## src/rtl/bev_vend_controller_pkg.sv

```systemverilog
// Shared types and constants for the beverage vending controller.
// Holds state encoding, datapath widths and default beverage prices.
package bev_vend_controller_pkg;

  localparam int unsigned BEV_N   = 4;
  localparam int unsigned BEV_W   = 2;
  localparam int unsigned CENTS_W = 10;
  localparam int unsigned STOCK_W = 4;

  typedef logic [CENTS_W-1:0] cents_t;
  typedef logic [BEV_W-1:0]   bev_idx_t;

  localparam cents_t DEF_PRICE1 = 10'd100;
  localparam cents_t DEF_PRICE2 = 10'd125;
  localparam cents_t DEF_PRICE3 = 10'd150;
  localparam cents_t DEF_PRICE4 = 10'd200;

  typedef enum logic [2:0] {
    ST_IDLE,
    ST_CHECK,
    ST_DISPENSE,
    ST_CHANGE,
    ST_RELEASE
  } state_t;

endpackage

```

## src/rtl/bev_vend_controller_if.sv

```systemverilog
// Selection, credit, dispense and change-payout signals of the vending controller.
// The master side is the surrounding machine; the slave side is the controller.
interface bev_vend_controller_if;
  import bev_vend_controller_pkg::*;

  logic [BEV_N-1:0] req;
  cents_t           credit;
  logic             refill;
  logic [BEV_N-1:0] dispense;
  logic             deny;
  logic [BEV_N-1:0] sold_out;
  cents_t           change;
  logic             change_valid;
  logic             change_ack;
  logic             credit_clr;
  logic             busy;

  modport master (
    output req, credit, refill, change_ack,
    input  dispense, deny, sold_out, change, change_valid, credit_clr, busy
  );

  modport slave (
    input  req, credit, refill, change_ack,
    output dispense, deny, sold_out, change, change_valid, credit_clr, busy
  );

endinterface

```

## src/rtl/rr_arbiter4.sv

```systemverilog
// Four-request round-robin arbiter: the search starts at ptr and wraps,
// giving a one-hot grant and the matching 2-bit index.
module rr_arbiter4 (
  input  logic [3:0] req,
  input  logic [1:0] ptr,
  output logic [3:0] grant,
  output logic [1:0] idx
);

  logic       found;
  logic [1:0] cand;

  always_comb begin
    grant = '0;
    idx   = '0;
    found = 1'b0;
    cand  = '0;
    for (int unsigned i = 0; i < 4; i++) begin
      cand = ptr + 2'(i);
      if (!found && req[cand]) begin
        found       = 1'b1;
        grant[cand] = 1'b1;
        idx         = cand;
      end
    end
  end

endmodule

```

## src/rtl/bev_vend_controller.sv

```systemverilog
// Vending sequencer: arbitrates selections, checks price and stock, strobes the
// dispenser, hands back change and clears credit.
module bev_vend_controller
  import bev_vend_controller_pkg::*;
#(
  parameter cents_t      PRICE1      = DEF_PRICE1,
  parameter cents_t      PRICE2      = DEF_PRICE2,
  parameter cents_t      PRICE3      = DEF_PRICE3,
  parameter cents_t      PRICE4      = DEF_PRICE4,
  parameter int unsigned STOCK_INIT  = 8,
  parameter int unsigned DISP_CYCLES = 4
) (
  input logic              clk,
  input logic              rst,
  bev_vend_controller_if.slave bus
);

  localparam int unsigned CNT_W = (DISP_CYCLES > 1) ? $clog2(DISP_CYCLES) : 1;

  state_t                          state_q, state_d;
  bev_idx_t                        win_q, rr_q, arb_idx;
  logic [BEV_N-1:0]                win_oh_q, arb_grant, sold;
  logic [BEV_N-1:0][STOCK_W-1:0]   stock_q;
  cents_t                          change_q, price_sel;
  logic [CNT_W-1:0]                cnt_q;
  logic                            vend_ok, disp_last;
  logic [BEV_N-1:0]                dispense_c;
  logic                            deny_c, credit_clr_c;

  rr_arbiter4 u_arb (
    .req   (bus.req),
    .ptr   (rr_q),
    .grant (arb_grant),
    .idx   (arb_idx)
  );

  assign disp_last = (cnt_q == CNT_W'(DISP_CYCLES - 1));

  always_comb begin
    sold = '0;
    for (int unsigned i = 0; i < BEV_N; i++) sold[i] = (stock_q[i] == '0);
    case (win_q)
      2'd0:    price_sel = PRICE1;
      2'd1:    price_sel = PRICE2;
      2'd2:    price_sel = PRICE3;
      default: price_sel = PRICE4;
    endcase
    vend_ok = !sold[win_q] && (bus.credit >= price_sel);
  end

  always_comb begin
    state_d      = state_q;
    dispense_c   = '0;
    deny_c       = 1'b0;
    credit_clr_c = 1'b0;
    case (state_q)
      ST_IDLE:  if (bus.req != '0) state_d = ST_CHECK;
      ST_CHECK: begin
        if (vend_ok) state_d = ST_DISPENSE;
        else begin
          deny_c  = 1'b1;
          state_d = ST_RELEASE;
        end
      end
      ST_DISPENSE: begin
        dispense_c = win_oh_q;
        if (disp_last) begin
          credit_clr_c = 1'b1;
          state_d      = (change_q != '0) ? ST_CHANGE : ST_RELEASE;
        end
      end
      ST_CHANGE:  if (bus.change_ack) state_d = ST_RELEASE;
      ST_RELEASE: if (bus.req == '0) state_d = ST_IDLE;
      default:    state_d = ST_IDLE;
    endcase
  end

  always_ff @(posedge clk or negedge rst) begin
    if (!rst) begin
      state_q  <= ST_IDLE;
      win_q    <= '0;
      win_oh_q <= '0;
      rr_q     <= '0;
      change_q <= '0;
      cnt_q    <= '0;
      for (int unsigned i = 0; i < BEV_N; i++) stock_q[i] <= STOCK_W'(STOCK_INIT);
    end else begin
      state_q <= state_d;
      case (state_q)
        ST_IDLE: begin
          // A pending selection takes priority over a simultaneous refill.
          if (bus.req != '0) begin
            win_q    <= arb_idx;
            win_oh_q <= arb_grant;
          end else if (bus.refill) begin
            for (int unsigned i = 0; i < BEV_N; i++) stock_q[i] <= STOCK_W'(STOCK_INIT);
          end
        end
        ST_CHECK: begin
          cnt_q <= '0;
          if (vend_ok) begin
            change_q       <= bus.credit - price_sel;
            stock_q[win_q] <= stock_q[win_q] - 1'b1;
            rr_q           <= win_q + 2'd1;
          end
        end
        ST_DISPENSE: cnt_q <= cnt_q + 1'b1;
        ST_CHANGE:   if (bus.change_ack) change_q <= '0;
        default: ;
      endcase
    end
  end

  assign bus.dispense     = dispense_c;
  assign bus.deny         = deny_c;
  assign bus.sold_out     = sold;
  assign bus.change       = change_q;
  assign bus.change_valid = (state_q == ST_CHANGE);
  assign bus.credit_clr   = credit_clr_c;
  assign bus.busy         = (state_q != ST_IDLE);

endmodule

```

## src/flat_wrapper.sv

```systemverilog
// flat-port wrapper written by rule: the top's interface ports become plain ports
module bev_vend_controller_flat import bev_vend_controller_pkg::*;
#(
  parameter cents_t      PRICE1      = DEF_PRICE1,
  parameter cents_t      PRICE2      = DEF_PRICE2,
  parameter cents_t      PRICE3      = DEF_PRICE3,
  parameter cents_t      PRICE4      = DEF_PRICE4,
  parameter int unsigned STOCK_INIT  = 8,
  parameter int unsigned DISP_CYCLES = 4
)
  (clk, rst, bus_req, bus_credit, bus_refill, bus_change_ack, bus_dispense, bus_deny, bus_sold_out, bus_change, bus_change_valid, bus_credit_clr, bus_busy);
  bev_vend_controller_if bus_i ();
  input logic clk;
  input logic rst;
  input wire logic [$bits(bus_i.req)-1:0] bus_req;
  input wire logic [$bits(bus_i.credit)-1:0] bus_credit;
  input wire logic [$bits(bus_i.refill)-1:0] bus_refill;
  input wire logic [$bits(bus_i.change_ack)-1:0] bus_change_ack;
  output wire logic [$bits(bus_i.dispense)-1:0] bus_dispense;
  output wire logic [$bits(bus_i.deny)-1:0] bus_deny;
  output wire logic [$bits(bus_i.sold_out)-1:0] bus_sold_out;
  output wire logic [$bits(bus_i.change)-1:0] bus_change;
  output wire logic [$bits(bus_i.change_valid)-1:0] bus_change_valid;
  output wire logic [$bits(bus_i.credit_clr)-1:0] bus_credit_clr;
  output wire logic [$bits(bus_i.busy)-1:0] bus_busy;
  assign bus_i.req = bus_req;
  assign bus_i.credit = bus_credit;
  assign bus_i.refill = bus_refill;
  assign bus_i.change_ack = bus_change_ack;
  assign bus_dispense = bus_i.dispense;
  assign bus_deny = bus_i.deny;
  assign bus_sold_out = bus_i.sold_out;
  assign bus_change = bus_i.change;
  assign bus_change_valid = bus_i.change_valid;
  assign bus_credit_clr = bus_i.credit_clr;
  assign bus_busy = bus_i.busy;
  bev_vend_controller #(.PRICE1(PRICE1), .PRICE2(PRICE2), .PRICE3(PRICE3), .PRICE4(PRICE4), .STOCK_INIT(STOCK_INIT), .DISP_CYCLES(DISP_CYCLES)) u_core (.clk(clk), .rst(rst), .bus(bus_i));
endmodule
```

## config.mk

```make
export PLATFORM = sky130hd
export DESIGN_NAME = bev_vend_controller_flat
export DESIGN_NICKNAME = d
export VERILOG_FILES = /design/src/rtl/bev_vend_controller_pkg.sv /design/src/rtl/bev_vend_controller_if.sv /design/src/rtl/rr_arbiter4.sv /design/src/rtl/bev_vend_controller.sv /design/src/flat_wrapper.sv
export SDC_FILE = /design/constraint.sdc
export NUM_CORES = 1
export LEC_CHECK = 0
export CAP_MARGIN = 0
export CORE_ASPECT_RATIO = 1.4
export CORE_MARGIN = 3
export CORE_UTILIZATION = 62
export CTS_CLUSTER_SIZE = 12
export DETAILED_ROUTE_END_ITERATION = 12
export DONT_BUFFER_PORTS = 1
export PLACE_DENSITY = 0.89
export SETUP_SLACK_MARGIN = 0.15
export SLEW_MARGIN = 20
export SYNTH_ARGS = -nofsm -noshare
export SYNTH_HDL_FRONTEND = slang
export SYNTH_SLANG_ARGS = --single-unit
```

## constraint.sdc

```tcl
create_clock -name clk -period 7 [get_ports clk]
set_input_delay 1.05 -clock clk [delete_from_list [all_inputs] [get_ports clk]]
set_output_delay 1.05 -clock clk [all_outputs]
set_load 0.02 [all_outputs]
```

# Word-level counts from Yosys, hierarchy flattened
# Cells that the tools add are included.
# totals
regBits	39
output_inout_bits	22
# classes
add_sub_neg	7
n_lt_le_gt_ge	11
eq_ne	14
muxes	55
bitwise	3
reduce_logical	31
# ops
operator	n
16-bit 2-to-1 mux	3
16-bit case mux with 2 select lines	1
4-bit 2-to-1 mux	7
8-bit case mux with 3 select lines	1
4-bit logical NOT	5
10-bit 2-to-1 mux	2
10-bit case mux with 2 select lines	1
3-bit 2-to-1 mux	6
16-bit bitwise mux	1
1-bit 2-to-1 mux	16
2-bit by 3-bit less-than comparator with 1-bit output (second input constant)	5
3-bit case mux with 5 select lines	1
4-bit bitwise OR	3
1-bit binary-select mux with 2-bit select	5
10-bit by 8-bit greater-or-equal comparator with 1-bit output	1
2-bit by 1-bit greater-or-equal comparator with 1-bit output (second input constant)	5
10-bit nonzero test	1
10-bit by 8-bit subtractor with 10-bit output	1
1-bit logical AND	9
4-bit binary-select mux with 2-bit select	1
1-bit demux with 2-bit select	4
4-bit demux with 2-bit select	1
2-bit 2-to-1 mux	4
2-bit by 1-bit inequality test with 1-bit output (second input constant)	4
other kinds (19)	33

# Longest topological paths before layout
# Gate-level depths: netlist (run 1).
# depth
word_depth	12
ltp_mapped	12

# By module
# Synthesis (run 1) repeated with hierarchy kept, for this count alone.
# hier_totals
cells_unflattened	291
hier_area_um2	2902.8
# by_module_without_submodules
mod	n_inst	cells_per_inst	area_per_inst_um2	seq_area_each_um2
bev_vend_controller	1	243	2463.6	980.9
rr_arbiter4	1	48	439.2	0.0

# Least setup slack after synthesis (run 1)
# Ideal clock, no wire load.
# synth_path
path_kind	in2out
from	in bus_credit[0]
to	out bus_deny
arrival_time_ns	2.656
t_required_ns	5.950
path_slack_ns	3.294
cell_stages	8
path_buffers	0
cell_sequence	inv_1 -> ha_1 -> fa_1 -> inv_1 -> a31oi_1 -> a311o_1 -> a21boi_2 -> nor2_1
# synth_between
elab_chain_len	4
# synth_rtl
item	line	source
start: declaration	flat_wrapper.sv:16	input wire logic [$bits(bus_i.credit)-1:0] bus_credit;
10-bit by 8-bit greater-or-equal comparator with 1-bit output	bev_vend_controller.sv:48	vend_ok = !sold[win_q] && (bus.credit >= price_sel);
1-bit logical AND	bev_vend_controller.sv:48	
1-bit 2-to-1 mux	bev_vend_controller.sv:59	if (vend_ok) state_d = ST_DISPENSE;
1-bit 2-to-1 mux	bev_vend_controller.sv:56	case (state_q)
end: declaration	flat_wrapper.sv:20	output wire logic [$bits(bus_i.deny)-1:0] bus_deny;
# No other way between the ends.

# Worst setup path after layout (run 1)
# layout_path
from	reg u_core.win_q[0]
to	out bus_deny
# layout_between
elab_chain_len	6
# layout_rtl
item	line	source
start: declaration	bev_vend_controller.sv:21	bev_idx_t win_q, rr_q, arb_idx;
start signal: assignment	bev_vend_controller.sv:93	win_q <= arb_idx;
2-bit equality test (tied with other cells)	bev_vend_controller.sv:42	case (win_q)
8-bit case mux with 3 select lines / 1-bit 2-to-1 mux (equally long branches)	bev_vend_controller.sv:42, bev_vend_controller.sv:48	
10-bit by 8-bit greater-or-equal comparator with 1-bit output / 1-bit logical NOT (equally long branches)	bev_vend_controller.sv:48	
1-bit logical AND (*)	bev_vend_controller.sv:48	
1-bit 2-to-1 mux (*)	bev_vend_controller.sv:59	
1-bit 2-to-1 mux (*)	bev_vend_controller.sv:56	
# Every way passes the cells marked *; elsewhere a longest branch is shown, timed or not. The select of a mux whose other input is x is not followed.

==> results of run 1 <==
[per-stage QoR]
step,cell area (um2),total power [uW],util (%),std cells
after floorplan,2980,1330,-,313
after global placement,2980,1500,65.1,362
after detailed placement,2980,1540,65.1,362
after CTS,3110,1780,68.1,370
after global routing,3110,1930,68.1,370
final,3110,1790,68.1,370
[power by group]
part / switching, uW / internal, uW / total [uW]
sequential: 180 / 333 / 513
combinational: 633 / 422 / 1060
clock: 81.9 / 142 / 224
total: 895 / 897 / 1790
[final timing paths]
kind	startpoint	depth (start not counted)	end	slack [ns]
worst max-delay path	u_core.win_q[0]	8	bus_deny	2.64
worst min-delay path	rst	0	u_core.bus.change[4]	0.43
worst max register to register	u_core.win_q[0]	9	u_core.state_q[1]	3.48
min in group clk	u_core.win_oh_q[0]	1	u_core.win_oh_q[0]	0.47
worst min register to register	u_core.win_oh_q[0]	1	u_core.win_oh_q[0]	0.47
max in group asynchronous	rst	0	u_core.stock_q[11]	6.37
[cells in the final DEF, fill, tap and decap left out, types with 6 or more instances in the layout]
cell type and instances:
dfrtp_1 35, a32oi_1 6, mux2i_1 7, ha_1 21, nor4_1 6, nand3_1 6, a21oi_1 12, inv_1 26
nor2_1 20, a22oi_1 6, o21ai_0 14, nand2_1 28
[registers in the layout, indices dropped and copies added (netlist names)]
register / count
u_core.stock_q: 16
u_core.win_q: 2
u_core.rr_q: 2
u_core.state_q: 3
u_core.bus.change: 10
u_core.win_oh_q: 4
u_core.cnt_q: 2
[layer usage]
| metal | wire length [um] | up-vias |
|---|---|---|
| met2 | 3780 | 127 |
| li1 | - | 1173 |
| met5 | 0 | - |
| met1 | 2750 | 1291 |
| met3 | 456 | 29 |
| met4 | 327 | 0 |
[cells by family after synthesis]
group	Yosys count	share of synthesized area, %
XOR/XNOR	8	2.60
multiplexers	16	8.14
flip-flops	39	32.9
adder cells (fa/ha/maj)	22	9.49
AND/OR/NAND/NOR	97	17.1
buffers and inverters	39	5.96
AO/OA/AOI/OAI	92	23.8
[area by class of cell]
cell class | instances | share of cell area [%]
Multi-Input combinational cell | 235 | 58.5
Sequential cell | 39 | 31.5
Inverter | 26 | 3.13
Tap cell | 62 | 2.49
Clock buffer | 5 | 2.21
Clock inverter | 3 | 2.17
==> flow_summary.yaml, run 1 <==
sta:
  slew_violations: 0
  fin_crit_ns: 4.36
  period_share_pct: 62.3
  hold_slack_ns: 0.430
  hold_viol: 0
  max_freq_mhz: 229
  clock_skew_ns: 0.0120
  max_slew_margin_pct: 41.3
  worstMarginPinSlew_ns: 0.873
  layout_setup_ws_ns: 2.64
  setup_viol: 0
  tns_ns: 0
  rsz0062_at_grt: "false"
worst_setup_path:
  cp_max_fo: 12
  worstPathRequired_ns: 5.95
  slowest_delay_ns: 0.68
  end_kind: "output pin"
  crit_arrival_ns: 3.31
  worst-path-buf-inv: 0
  crit_family: "compound AO/OA/AOI/OAI gates"
  path_class: "reg -> out"
  path_cells: "ha_1, nor2_1, ha_1, a31o_2, a31oi_1, a311o_1, a21boi_2, nor2_1"
  worst_path_max_delay_cell: "dfrtp_1"
  start_kind: "flip-flop"
logic_synthesis:
  synth_top_area_share_pct: 29.4
  syn_nets: 353
  async_reset_ff_share_pct: 100
  ys_warn_count: 0
  synth_seq_cells: 39
  syn_area_mm2: 0.00298
  synthTopCellsByCount: "35 x dfrtp_1, 28 x nand2_1, 26 x inv_1, 21 x ha_1, 20 x nor2_1"
  yosys.area.top_type: "dfrtp_1"
  synthTopCellsByArea: "dfrtp_1 29%, ha_1 8.8%, mux4_2 3.8%"
  synthDistinctLibCells: 74
  yosysMostFrequentCell: "dfrtp_1"
  netlist_instances: 313
  seq_area_frac_synth_pct: 32.9
  syn_avg_cell_area_um2: 9.52
  synth_edf_count: 0
  synthFlopType: "dfrtp_1"
clocking:
  cts_resized: 0
  clkTransAtPathRegs_ns: 0.08
  hold_buffers: 0
  tritoncts.num_buffers: 5
  htree_levels: 2
  cts.path.max_buffers: 2
  insertion_delay_ns: 0.30
  tritoncts: "built"
  postCtsSetupBuffers: 0
  cts_root_buf: "clkbuf_8"
  cts_sinks: 39
cells_and_area:
  multi_input_area_mm2: 0.00182
  n_fill_cell: 354
  seq_area_um2: 981
  areaGrowthSynthToFinish_pct: 4.49
  nets: 347
  layout-drive-gt1-share_pct: 12.3
  antenna_cells: 0
floorplan:
  rows: 29
  pin_count: 40
  initial_core_util_pct: 65.2
  die_area_mm2: 0.00569
  core_area_mm2: 0.00457
  die_y_um: 88.0
  die_x_um: 64.6
global_route:
  grt_pass1_wl_mm: 12.2
  use_met1_pct: 30.4
  grt_use_met2_pct: 50.9
  gr-total-overflow: 0
  grt_usage_pct: 27.5
  grt_pass1_vias: 2527
  antenna_found_initial: 0
  top_usage_layer: "met2"
  grt_max_degree: 40
  grtUsageMet3_pct: 5.13
power_and_ir_drop:
  worst_ir_drop_vdd_mv: 0.205
  power_per_cell_area_mw_per_mm2: 575
  total_leakage_power_uw: 0.00139
place:
  io_buffers: 0
  gp_congestion: 0.968
  dp_worst_setup_slack_ns: 2.97
  dp_hpwl_mm: 5.42
routing:
  drt-total-wl_mm: 7.32
  dr_total_vias: 2620
  wire_per_inst_um: 19.8
  drt_iter0_markers: 216
  vias_per_cell: 7.08
  drc_errors: 0
  drtAntennaViolNets: 0
  drtPass1Iterations: 6
hold_path:
  min_path_type: "in -> async"
status:
  status: "finished clean"
flow_run:
  cap_viol_max_count: 0
No activity file was read; power rests on OpenSTA's default activity.
==> run 2: changes to the inputs <==
--- a/config.mk
+++ b/config.mk
@@ -5,14 +5,15 @@
 export SDC_FILE = /design/constraint.sdc
 export NUM_CORES = 1
 export LEC_CHECK = 0
+export ABC_AREA = 1
 export CAP_MARGIN = 0
 export CORE_ASPECT_RATIO = 1.4
 export CORE_MARGIN = 3
-export CORE_UTILIZATION = 62
+export CORE_UTILIZATION = 58
 export CTS_CLUSTER_SIZE = 12
 export DETAILED_ROUTE_END_ITERATION = 12
 export DONT_BUFFER_PORTS = 1
-export PLACE_DENSITY = 0.89
+export PLACE_DENSITY = 0.87
 export SETUP_SLACK_MARGIN = 0.15
 export SLEW_MARGIN = 20
 export SYNTH_ARGS = -nofsm -noshare
==> constraint.sdc (replaced) <==
create_clock -name clk -period 3.7 [get_ports clk]
set_input_delay 0.555 -clock clk [delete_from_list [all_inputs] [get_ports clk]]
set_output_delay 0.555 -clock clk [all_outputs]
set_load 0.02 [all_outputs]
==> flow_summary.yaml, run 2 <==
power_and_ir_drop:
  power_per_cell_area_mw_per_mm2: 1020
  total_leakage_power_uw: 0.00171
  p_sw_uw: 1760
  comb_power_share_pct: 63.1
  power.internal_uw: 1460
  clockPowerShare_pct: 9.6
  worst_ir_drop_vdd_mv: 0.580
  p_sw_share_pct: 54.6
  p_seq_share_pct: 27.3
clocking:
  insertion_delay_ns: 0.29
  tritoncts: "built"
  cts_root_buf: "clkbuf_8"
  tritoncts.num_buffers: 5
  cts_sinks: 39
  cts.path.max_buffers: 2
  htree_levels: 2
  clkTransAtPathRegs_ns: 0.07
flow_run:
  cap_viol_max_count: 0
global_route:
  grt_max_degree: 36
  gr-total-overflow: 0
  grt_pass1_vias: 2751
  grt_usage_pct: 24.2
  antenna_found_initial: 0
  grt_pass1_wl_mm: 11.6
logic_synthesis:
  synthFlopType: "dfrtp_1"
  synthTopCellsByArea: "dfrtp_1 29%, nand2_1 18%, ha_1 8.7%"
  synth_seq_cells: 39
  async_reset_ff_share_pct: 100
  syn_nets: 487
  synthDistinctLibCells: 33
  synthTopCellsByCount: "141 x nand2_1, 57 x nor2_1, 51 x inv_1, 44 x nand3_1, 35 x dfrtp_1"
  seq_area_frac_synth_pct: 32.5
  yosysMostFrequentCell: "nand2_1"
  ys_warn_count: 0
  yosys.area.top_type: "dfrtp_1"
  syn_avg_cell_area_um2: 6.75
  synth_edf_count: 0
  netlist_instances: 447
  syn_area_mm2: 0.00302
  synth_top_area_share_pct: 29.0
worst_setup_path:
  path_class: "reg -> out"
  crit_arrival_ns: 2.78
  cp_max_fo: 19
  worstPathRequired_ns: 3.14
  start_kind: "flip-flop"
  end_kind: "output pin"
cells_and_area:
  top_register: "u_core.stock_q"
  areaGrowthSynthToFinish_pct: 4.73
  fin_area_mm2: 0.00316
  final_cell_mix: "141 x nand2_1, 57 x nor2_1, 51 x inv_1, 44 x nand3_1, 33 x dfrtp_1"
  largest_register_ff_count: 16
  layout_commonest_cell: "nand2_1"
  layout-drive-gt1-share_pct: 9.13
  antenna_cells: 0
  nets: 488
floorplan:
  core_area_mm2: 0.00495
  die_y_um: 91.3
  initial_core_util_pct: 60.9
  die_area_mm2: 0.00611
  pin_count: 40
  rows: 30
  die_x_um: 67.0
place:
  placed_area_mm2: 0.00304
  dp_hpwl_mm: 5.36
  io_buffers: 0
  gp_congestion: 0.916
  dp_worst_setup_slack_ns: 0.493
sta:
  period_share_pct: 90.2
  setup_viol: 0
  clock_skew_ns: 0.00321
  slew_violations: 0
  hold_viol: 0
  tns_ns: 0
  layout_setup_ws_ns: 0.362
  fin_crit_ns: 3.34
  max_slew_margin_pct: 29.9
  max_freq_mhz: 300
  worstMarginPinSlew_ns: 1.04
  rsz0062_at_grt: "false"
routing:
  drt-total-wl_mm: 6.77
  wl_met3_um: 332
  highest_layer: "met4"
  drc_errors: 0
  drtPass1Iterations: 5
  met1Wirelength_mm: 2.65
  wire_per_inst_um: 13.2
  dr_total_vias: 2815
  vias_per_cell: 5.49
  drt_iter0_markers: 196
  drtAntennaViolNets: 0
  met2WireLength_mm: 3.52
hold_path:
  min_path_type: "in -> async"
status:
  status: "finished clean"
==> run 2: changes by cell type after synthesis, sizes merged, moves of 6 or more <==
cell / previous run / this run
a22o: 6 / 0
nand4: 2 / 12
a32oi: 6 / 0
inv: 26 / 56
nor2: 21 / 63
nand2: 29 / 150
clkbuf: 9 / 0
a22oi: 6 / 0
mux4: 6 / 0
nand3: 6 / 45
mux2i: 7 / 0
==> run 2: critical path, stage by stage, from the launching register on <==
cell      delay (ns)
dfrtp_2         0.51
inv_1           0.25
ha_1            0.29
o21bai_1        0.22
ha_1            0.28
nand2_1         0.08
nand2_1         0.07
nor2_1          0.11
nand2_1         0.08
nand3_1         0.07
nand2_1         0.07
nand2_2         0.11
nand2_4         0.16
inv_1           0.20
==> run 2: stage by stage <==
| step | hold WS [ns] | util, % | cells | total power [uW] |
|---|---|---|---|---|
| 2_1_floorplan | 0.259 | - | 447 | 2530 |
| 3_3_place_gp | 0.260 | 61.3 | 504 | 2840 |
| 3_5_place_dp | 0.260 | 61.3 | 504 | 2890 |
| 4_1_cts | 0.0961 | 63.7 | 513 | 3220 |
| 5_1_grt | 0.0871 | 63.8 | 513 | 3550 |
| 6_report | 0.0980 | 63.8 | 513 | 3220 |
==> run 2: layout make-up <==
type                    instances  area [um2]
clock buffers                   8         100
well taps                      64        80.1
inverters                      57         214
repair buffers                  1        20.0
flip-flops and latches         39         983
fillers                       451        1800
multi-input cells             344        1760
==> run 2: timing repair <==
action,in CTS,in global routing
endpoints found under the setup margin,0,1
hold buffers,1,0
endpoints found under the hold margin,35,0
gates resized for setup,0,2
setup buffers,0,0
==> run 2: layer usage <==
layer	vias up	global-route usage [%]
met5	-	0
met4	0	11.2
met3	26	3.71
met2	85	43.0
met1	1283	27.2
li1	1421	-
==> run 2: power by group through the flow <==
stage	logic, uW	registers [uW]	clock network (uW)
floorplan	1720	811	0
global placement	1970	873	0
detailed placement	2010	880	0
CTS	2020	874	317
global route	2310	907	334
finish	2030	879	309
==> run 2: cells by family after synthesis <==
family | Yosys count | share of synthesized area (%)
buf+inv | 64 | 9.08
compound gates | 37 | 7.01
simple gates | 280 | 40.6
flops | 39 | 32.5
xor+xnor | 5 | 1.45
fa+ha+maj | 22 | 9.37
==> run 2: final timing paths <==
path	start	to	slack, ns	cells after the start
max	u_core.win_q[0]	bus_deny	0.36	13
min	rst	u_core.stock_q[4]	0.1	1
max reg2reg	u_core.win_q[0]	u_core.bus.change[1]	0.89	12
min reg2reg	u_core.stock_q[15]	u_core.stock_q[15]	0.49	2
max in group asynchronous	rst	u_core.win_q[0]	3.41	1
min in group clk	bus_change_ack	u_core.state_q[0]	0.47	3
==> run 3: changes to the inputs <==
--- a/config.mk
+++ b/config.mk
@@ -13,7 +13,7 @@
 export CTS_CLUSTER_SIZE = 12
 export DETAILED_ROUTE_END_ITERATION = 12
 export DONT_BUFFER_PORTS = 1
-export PLACE_DENSITY = 0.87
+export PLACE_DENSITY = 0.76
 export SETUP_SLACK_MARGIN = 0.15
 export SLEW_MARGIN = 20
 export SYNTH_ARGS = -nofsm -noshare
==> constraint.sdc (replaced) <==
create_clock -name clk -period 3.7 [get_ports clk]
set_input_delay 0.555 -clock clk [delete_from_list [all_inputs] [get_ports clk]]
set_output_delay 0.555 -clock clk [all_outputs]
set_load 0.005 [all_outputs]
==> flow_summary.yaml, run 3 (synthesized netlist as in run 2, its figures left out) <==
cells_and_area:
  areaGrowthSynthToFinish_pct: 5.31
  nets: 488
  seq_area_um2: 983
  layout_commonest_cell: "nand2_1"
  final_cell_mix: "141 x nand2_1, 57 x nor2_1, 51 x inv_1, 44 x nand3_1, 33 x dfrtp_1"
  largest_register_ff_count: 16
  n_fill_cell: 489
  multi_input_area_mm2: 0.00176
  antenna_cells: 0
  layout-drive-gt1-share_pct: 9.35
  instances_no_fill: 513
  top_register: "u_core.stock_q"
worst_setup_path:
  path_class: "reg -> out"
  worstPathRequired_ns: 3.14
  end_kind: "output pin"
  r2r_start: "u_core.win_q[0]"
  slowest_delay_ns: 0.53
  crit_family: "adder cells"
  path_cells: "inv_1, ha_1, fa_1, inv_1, nand4_1, nand2_1, nand3_1, nand2_1, nand2_2, nand2_4, inv_1"
  crit_arrival_ns: 2.76
  reg2reg_setup_slack_ns: 0.79
  cp_max_fo: 19
  start_kind: "flip-flop"
  cpMostUsedCell: "inv_1"
  rr_worst_depth: 12
  rr_endpoint: "u_core.bus.change[2]"
  worst-path-buf-inv: 3
  worst_path_max_delay_cell: "dfrtp_2"
sta:
  rsz0062_at_grt: "false"
  setup_viol: 0
  period_share_pct: 89.6
  max_freq_mhz: 302
  hold_viol: 0
  fin_crit_ns: 3.31
  slew_violations: 0
  worstMarginPinSlew_ns: 0.462
  clock_skew_ns: 0.00482
  max_slew_margin_pct: 68.9
  tns_ns: 0
global_route:
  grt_usage_pct: 24.3
  antenna_found_initial: 0
  gr-total-overflow: 0
  grt_max_degree: 36
  grt_pass1_vias: 2693
  grt_pass1_wl_mm: 11.6
clocking:
  htree_levels: 2
  tritoncts: "built"
  clkTransAtPathRegs_ns: 0.08
  tritoncts.num_buffers: 5
  cts_sinks: 39
  cts_root_buf: "clkbuf_8"
  cts.path.max_buffers: 2
  postCtsSetupBuffers: 0
  insertion_delay_ns: 0.29
routing:
  drc_errors: 0
  drt-total-wl_mm: 6.95
  dr_total_vias: 2817
  drtPass1Iterations: 4
  wire_per_inst_um: 13.6
  vias_per_cell: 5.49
  drtAntennaViolNets: 0
  drt_iter0_markers: 159
place:
  dp_hpwl_mm: 5.40
  io_buffers: 0
  gp_congestion: 0.905
  place_inst: 504
power_and_ir_drop:
  power_per_cell_area_mw_per_mm2: 995
  worst_ir_drop_vdd_mv: 0.590
  total_leakage_power_uw: 0.00172
floorplan:
  die_y_um: 91.3
  pin_count: 40
  die_x_um: 67.0
  rows: 30
  core_area_mm2: 0.00495
  initial_core_util_pct: 60.9
  die_area_mm2: 0.00611
hold_path:
  min_path_type: "in -> async"
status:
  status: "finished clean"
flow_run:
  cap_viol_max_count: 0
==> run 3: changes by cell type in the layout (fill, tap and decap cells not counted) <==
cell       delta
bufinv_16     +1
clkbuf_1      -1
clkbuf_8      -1
clkinv_2      +1
==> run 3: what timing repair did <==
action / 4_1_cts / 5_1_grt
endpoints found under the hold margin: 35 / 0
endpoints found under the setup margin: 0 / 1
hold buffers: 1 / 0
resized for setup: 0 / 2
==> run 3: layer usage <==
layer | share of wire, % | vias to the layer above | wire, um | GRT usage, %
li1 | - | 1421 | - | -
met2 | 53 | 90 | 3650 | 44.2
met4 | 3.1 | 0 | 216 | 9.81
met5 | 0 | - | 0 | 0
met1 | 38 | 1286 | 2620 | 26.7
met3 | 6.7 | 20 | 463 | 4.58
==> run 3: report_power, final <==
group / internal [uW] / leakage (uW) / switching (uW)
registers: 627 / 0.000496 / 212
clock network: 218 / 0.0000612 / 150
logic: 665 / 0.00116 / 1290
total: 1510 / 0.00172 / 1650
==> run 3: cell type report <==
| class | count | area share [%] |
|---|---|---|
| Clock buffer | 6 | 2.60 |
| Clock inverter | 2 | 1.10 |
| Inverter | 57 | 6.73 |
| Multi-Input combinational cell | 344 | 55.5 |
| Sequential cell | 39 | 31.0 |
| Tap cell | 64 | 2.52 |
| Timing Repair Buffer | 1 | 0.630 |
==> run 3: worst reg2reg max path: cells and delay by family, from the launching register on <==
kind	cells	cell delay, ns
DFF	1	0.53
adders and majority gates	2	0.82
buffers and inverters	3	0.52
AOI/OAI and AO/OA	1	0.17
and+or+nand+nor	6	0.78
==> run 3: how the worst max path moves through the flow <==
stage / from / endpoint / slack, ns / depth (start not counted)
CTS: u_core.win_q[0] / bus_deny / 0.19 / 11
detailed placement: u_core.win_q[0] / bus_deny / 0.57 / 13
global placement: u_core.win_q[0] / bus_deny / 0.67 / 13
global route: u_core.win_q[0] / bus_deny / 0.17 / 13
finish: u_core.win_q[0] / bus_deny / 0.39 / 11
floorplan: u_core.win_q[1] / bus_deny / 0.96 / 13
==> run 3: per-stage QoR <==
stage	cell area (um2)	total power (uW)	utilization [%]	hold slack (ns)	worst slack (ns)
after detailed placement	3040	2780	61.3	0.260	0.572
after floorplan	3020	2410	-	0.259	0.958
after global placement	3040	2730	61.3	0.260	0.671
after CTS	3170	3170	64.1	0.0915	0.194
final	3180	3160	64.1	0.0886	0.385
after global routing	3180	3510	64.1	0.0818	0.173
